`config.mk`:
```
export PLATFORM = sky130hd
export DESIGN_NAME = pkt_write_arbiter
export DESIGN_NICKNAME = d
export VERILOG_FILES = /design/src/rtl/pkt_write_arbiter.sv
export SDC_FILE = /design/constraint.sdc
export NUM_CORES = 1
export LEC_CHECK = 0
export BUFFER_PORTS_ARGS = -buffer_cell sky130_fd_sc_hd__buf_2
export CAP_MARGIN = 25
export CORE_AREA = 2 2 296 298
export CTS_CLUSTER_DIAMETER = 50
export DETAILED_ROUTE_END_ITERATION = 8
export DIE_AREA = 0 0 298 300
export HOLD_SLACK_MARGIN = 0.15
export PLACE_DENSITY_LB_ADDON = 0.25
export SYNTH_ARGS = -nofsm -noshare
export SYNTH_HDL_FRONTEND = slang
export SYNTH_SLANG_ARGS = --single-unit
export TNS_END_PERCENT = 20
```
`constraint.sdc`:
```
create_clock -name clk_sys -period 2.5 [get_ports clk_sys]
set_input_delay 0.125 -clock clk_sys [delete_from_list [all_inputs] [get_ports clk_sys]]
set_output_delay 0.125 -clock clk_sys [all_outputs]
set_load 0.05 [all_outputs]
```
`src/rtl/pkt_write_arbiter.sv`:
```
`default_nettype none
// +--------------------------------------------------------------------------+
// | pkt_write_arbiter: round-robin, word-granular share of one buffer write   |
// | port among NUM_PORT receive paths.                      Revision: 1.0     |
// +--------------------------------------------------------------------------+
module pkt_write_arbiter #(
  parameter int NUM_PORT = 4,
  parameter int PTR_W    = 2,
  parameter int TIMEOUT  = 255
) (
  input  logic                     clk_sys,
  input  logic                     reset_n,
  input  logic [NUM_PORT-1:0]      iv_pkt_wr,
  input  logic [NUM_PORT*134-1:0]  iv_pkt,
  input  logic [NUM_PORT*16-1:0]   iv_pkt_bufadd,
  output logic [NUM_PORT-1:0]      ov_pkt_ack,
  output logic [133:0]             ov_pkt,
  output logic                     o_pkt_wr,
  output logic [15:0]              ov_pkt_bufadd,
  input  logic                     i_pkt_ack,
  output logic [PTR_W-1:0]         ov_grant_port,
  output logic                     o_timeout_pulse,
  output logic [1:0]               ov_arbiter_state
);

  localparam int c_word_w = 134;
  localparam int c_addr_w = 16;

  typedef enum logic [1:0] {
    ST_IDLE     = 2'b00,
    ST_WAIT_ACK = 2'b01,
    ST_RELEASE  = 2'b10,
    ST_UNUSED   = 2'b11
  } state_t;

  state_t                r_state, w_state_d;
  logic [PTR_W-1:0]      r_ptr, w_ptr_d;
  logic [15:0]           r_timer, w_timer_d;
  logic [c_word_w-1:0]   w_pkt_d;
  logic [c_addr_w-1:0]   w_addr_d;
  logic                  w_wr_d;
  logic [PTR_W-1:0]      w_grant_d;
  logic [NUM_PORT-1:0]   w_ack_d;
  logic                  w_timeout_d;
  logic [PTR_W-1:0]      w_grant;
  logic [PTR_W-1:0]      w_idx;

  logic [c_word_w-1:0]   w_word [NUM_PORT];
  logic [c_addr_w-1:0]   w_addr [NUM_PORT];

  genvar gi;
  generate
    for (gi = 0; gi < NUM_PORT; gi++) begin : g_unpack
      assign w_word[gi] = iv_pkt[gi*c_word_w +: c_word_w];
      assign w_addr[gi] = iv_pkt_bufadd[gi*c_addr_w +: c_addr_w];
    end
  endgenerate

  // Scan from farthest to nearest so the requester closest after r_ptr wins.
  always_comb begin
    w_grant = r_ptr;
    w_idx   = '0;
    for (int i = NUM_PORT; i >= 1; i--) begin
      w_idx = PTR_W'((int'(r_ptr) + i) % NUM_PORT);
      if (iv_pkt_wr[w_idx]) begin
        w_grant = w_idx;
      end
    end
  end

  always_comb begin
    w_state_d   = r_state;
    w_ptr_d     = r_ptr;
    w_timer_d   = r_timer;
    w_pkt_d     = ov_pkt;
    w_addr_d    = ov_pkt_bufadd;
    w_wr_d      = o_pkt_wr;
    w_grant_d   = ov_grant_port;
    w_ack_d     = '0;
    w_timeout_d = 1'b0;
    case (r_state)
      ST_IDLE: begin
        if (|iv_pkt_wr) begin
          w_pkt_d   = w_word[w_grant];
          w_addr_d  = w_addr[w_grant];
          w_wr_d    = 1'b1;
          w_grant_d = w_grant;
          w_ptr_d   = w_grant;
          w_timer_d = '0;
          w_state_d = ST_WAIT_ACK;
        end
      end
      ST_WAIT_ACK: begin
        // An ack on the final allowed cycle still counts as a successful write.
        if (i_pkt_ack) begin
          w_wr_d    = 1'b0;
          w_ack_d   = NUM_PORT'(1) << ov_grant_port;
          w_timer_d = '0;
          w_state_d = ST_RELEASE;
        end else if (r_timer == 16'(TIMEOUT - 1)) begin
          w_wr_d      = 1'b0;
          w_timeout_d = 1'b1;
          w_timer_d   = '0;
          w_state_d   = ST_RELEASE;
        end else begin
          w_timer_d = r_timer + 16'd1;
        end
      end
      ST_RELEASE: begin
        w_state_d = ST_IDLE;
      end
      default: begin
        w_wr_d    = 1'b0;
        w_state_d = ST_IDLE;
      end
    endcase
  end

  always_ff @(posedge clk_sys) begin
    if (!reset_n) begin
      r_state         <= ST_IDLE;
      r_ptr           <= PTR_W'(NUM_PORT - 1);
      r_timer         <= '0;
      ov_pkt          <= '0;
      ov_pkt_bufadd   <= '0;
      o_pkt_wr        <= 1'b0;
      ov_grant_port   <= '0;
      ov_pkt_ack      <= '0;
      o_timeout_pulse <= 1'b0;
    end else begin
      r_state         <= w_state_d;
      r_ptr           <= w_ptr_d;
      r_timer         <= w_timer_d;
      ov_pkt          <= w_pkt_d;
      ov_pkt_bufadd   <= w_addr_d;
      o_pkt_wr        <= w_wr_d;
      ov_grant_port   <= w_grant_d;
      ov_pkt_ack      <= w_ack_d;
      o_timeout_pulse <= w_timeout_d;
    end
  end

  assign ov_arbiter_state = r_state;

endmodule
`default_nettype wire

```
==> results.json <==
{
  "critPathMaxFanout": 6,
  "row_count": 108,
  "clock_skew_ns": 0.0148,
  "htree_num_levels": 4,
  "cp-end-kind": "flop",
  "finalCriticalPeriod_ns": 2.34,
  "startpoint_type": "flop",
  "drt_iter0_drc": 959,
  "insertion_delay_ns": 0.50,
  "core_mm2": 0.0862,
  "syn_inst": 1222,
  "cp.arrival_ns": 2.69,
  "drive_gt1_share_pct": 35.9,
  "setup_viol": 0,
  "grt_pass1_vias": 17500,
  "syn_to_final_growth_pct": 111,
  "worst_path_largest_cell_delay_ns": 0.58,
  "drc": 0,
  "post_cts.repair.setup_buffers": 0,
  "status": "complete, no violations",
  "nets": 3145,
  "slew_headroom_pct": 49.1,
  "required_ns": 2.85,
  "fin_ws_ns": 0.158,
  "min_period_over_period_pct": 93.7,
  "drt.antenna.violating_nets": 0,
  "pin_count": 767,
  "dr.pass1.iters": 5,
  "syn_avg_cell_area_um2": 9.00,
  "slew_viol_final": 0,
  "vias_per_cell": 4.42,
  "chipHeight_um": 300,
  "max_freq_ghz": 0.427,
  "crit_slowest_cell": "dlygate4sd3_1",
  "port_buffers": 766,
  "grt_antenna_before_repair": 14,
  "crit_top_cell": "buf_4",
  "dieArea_mm2": 0.0894,
  "synth_edf_count": 0,
  "cts_root_buf": "clkbuf_16",
  "cap_violations": 0,
  "grt_pass1_wl_um": 111000,
  "synth_seq_cells": 178,
  "clkSinkCount": 178,
  "max-vdd-ir-drop_mv": 0.526,
  "syn_area_mm2": 0.0110,
  "start_util_pct": 12.8,
  "min_path_type": "input port to flop",
  "synthesis.nets": 1831,
  "numCtsBuffers": 17,
  "cts_tree": "done",
  "path_cells": "inv_1 -> o21a_4 -> nor3_4 -> buf_4 -> buf_4 -> mux2i_1 -> dlygate4sd3_1 -> a311oi_1",
  "wl_per_cell_um": 20.8,
  "placed_cells": 3085,
  "clock_path_buffers": 2,
  "grt_max_degree": 94,
  "p_leak_uw": 0.0111,
  "final_cells": 3709,
  "crit_buf_inv": 4,
  "synthFlopType": "dfxtp_1",
  "yosysSeqAreaShare_pct": 32.4,
  "p_per_area_mw_per_mm2": 570,
  "finalHoldViolCount": 0,
  "dieWidth_um": 298,
  "place_area_mm2": 0.0167,
  "holdWs_ns": 0.203,
  "crit_type": "flop to flop",
  "yosysWarnings": 0,
  "fillers": 9179,
  "yosysUniqueCellTypes": 45,
  "gp_congestion": 0.972,
  "final_area_mm2": 0.0232,
  "vias": 16400,
  "rsz0062_at_grt": "no",
  "setup_tns_ns": 0,
  "dpl_worst_slack_ns": 0.124,
  "async_reset_ff_share_pct": 0,
  "gr-total-overflow": 0,
  "dp.final_hpwl_um": 55100,
  "grt_usage_pct": 16.5,
  "worst_slew_pin_slew_ns": 0.763,
  "wl_um": 77300,
  "crit_family": "buffers and inverters",
  "clkTransAtPathRegs_ns": 0.09
}
## worst reg2reg max path, delay by kind of cell (launching register included)
kind / cells / cell delay (ns)
buffers and inverters: 4 / 1.06
flip-flops: 1 / 0.48
AO/OA/AOI/OAI: 2 / 0.26
AND/OR/NAND/NOR: 1 / 0.22
multiplexers: 1 / 0.18
## final cells by class
cell class,count,area [µm²],share of cell area [%]
well taps,1155,1450,6.22
inverters,7,27.5,0.119
repair buffers,1453,10700,46.1
diodes,5,12.5,0.0539
flip-flops and latches,178,3560,15.3
clock inverters,15,170,0.733
clock buffers,17,425,1.83
multi-input cells,879,6870,29.6
## power by group
| group | total, µW | switching, µW | internal (µW) |
|---|---|---|---|
| Sequential | 3560 | 272 | 3290 |
| Clock | 2910 | 1490 | 1420 |
| Combinational | 6770 | 4150 | 2620 |
| Total | 13200 | 5910 | 7330 |
## layout by cell type (no fill, tap or decap), types with 3 or more instances in the layout
master         Yosys  layout
o21ai_0           12      12
nand4_1           78      78
nor3_1             8       8
nand3_1           88      86
nor2b_1            5       4
dlygate4sd3_1      0     587
clkbuf_16          0      17
nand2_1           12      11
or3_1              5       4
buf_12             0      20
mux2i_1          228     228
inv_6              0       4
dfxtp_1          178     177
o31ai_1           73      73
a211oi_1           3       3
nor2_1            86      85
inv_1              7       6
and3_1             5       5
and4_1             3       3
a311oi_1          71      71
a31oi_1            8       8
buf_4              0      81
diode_2            0       5
clkinv_4           0       3
o221ai_1          78      78
inv_8              0       3
a21oi_1           10      10
a41o_1            71      71
buf_2             43     765
nand2b_1           4       3
## state kept, by name (all words and copies together) (netlist names)
signal / count
ov_pkt: 134
ov_pkt_bufadd: 16
r_timer: 16
ov_pkt_ack: 4
ov_arbiter_state: 2
ov_grant_port: 2
r_ptr: 2
o_pkt_wr: 1
o_timeout_pulse: 1
## per-stage QoR
stage	total power (µW)	utilization, %
6_report	13200	26.9
2_1_floorplan	7290	-
5_1_grt	13900	26.9
3_5_place_dp	9680	19.4
4_1_cts	13400	26.9
3_3_place_gp	9640	19.4
## cell usage after synthesis, types with 2 or more instances
library cell | n | area, µm²
or3_1 | 5 | 31.3
and4_1 | 3 | 26.3
nor3_1 | 8 | 40.0
nor4_1 | 2 | 12.5
inv_1 | 7 | 26.3
buf_2 | 43 | 215
o221ai_1 | 78 | 683
nand3_1 | 88 | 440
a211oi_1 | 3 | 22.5
nor2_1 | 86 | 323
o31ai_1 | 73 | 548
clkbuf_1 | 104 | 390
xnor2_1 | 2 | 17.5
nor3b_1 | 2 | 15.0
nand2b_1 | 4 | 25.0
a21oi_1 | 10 | 50.1
buf_1 | 11 | 41.3
nand4_1 | 78 | 488
mux2i_1 | 228 | 2280
dfxtp_1 | 178 | 3560
o21ai_0 | 12 | 60.1
o21ai_1 | 2 | 10.0
nor3_2 | 2 | 20.0
and2_1 | 2 | 12.5
a41o_1 | 71 | 711
nand4b_1 | 2 | 17.5
and3_1 | 5 | 31.3
a311oi_1 | 71 | 622
nor2b_1 | 5 | 31.3
o21a_1 | 3 | 22.5
ha_1 | 2 | 25.0
nand2_1 | 12 | 45.0
a31oi_1 | 8 | 50.1
## final timing paths
kind,from,to,slack (ns),cells past startpoint
max,r_ptr[1],ov_pkt[76],0.16,8
min,iv_pkt[381],ov_pkt[113],0.20,4
max reg2reg,r_ptr[1],ov_pkt[76],0.16,8
min reg2reg,ov_pkt[122],ov_pkt[122],0.49,2
## routing by layer
layer,up-vias,share of wire [%],wire length [µm],track usage [%]
met2,803,47,36300,27.7
met1,7810,42,32600,19.8
li1,7593,-,-,-
met4,14,4.3,3300,7.77
met3,168,6.4,4970,4.00
met5,-,0.12,92,0
## kinds of logic after synthesis
kind of cell	Yosys count	share of synthesized area, %
compound gates	338	25.8
simple gates	308	14.5
buf+inv	165	6.12
mux	229	20.8
fa+ha+maj	2	0.227
xor+xnor	2	0.159
flops	178	32.4
## repair_timing
action,4_1_cts,5_1_grt
hold buffers,587,0
endpoints found under the hold margin,164,0
resized for setup,0,2
setup endpoints to repair,0,5
(Power assumes the default switching activity.)
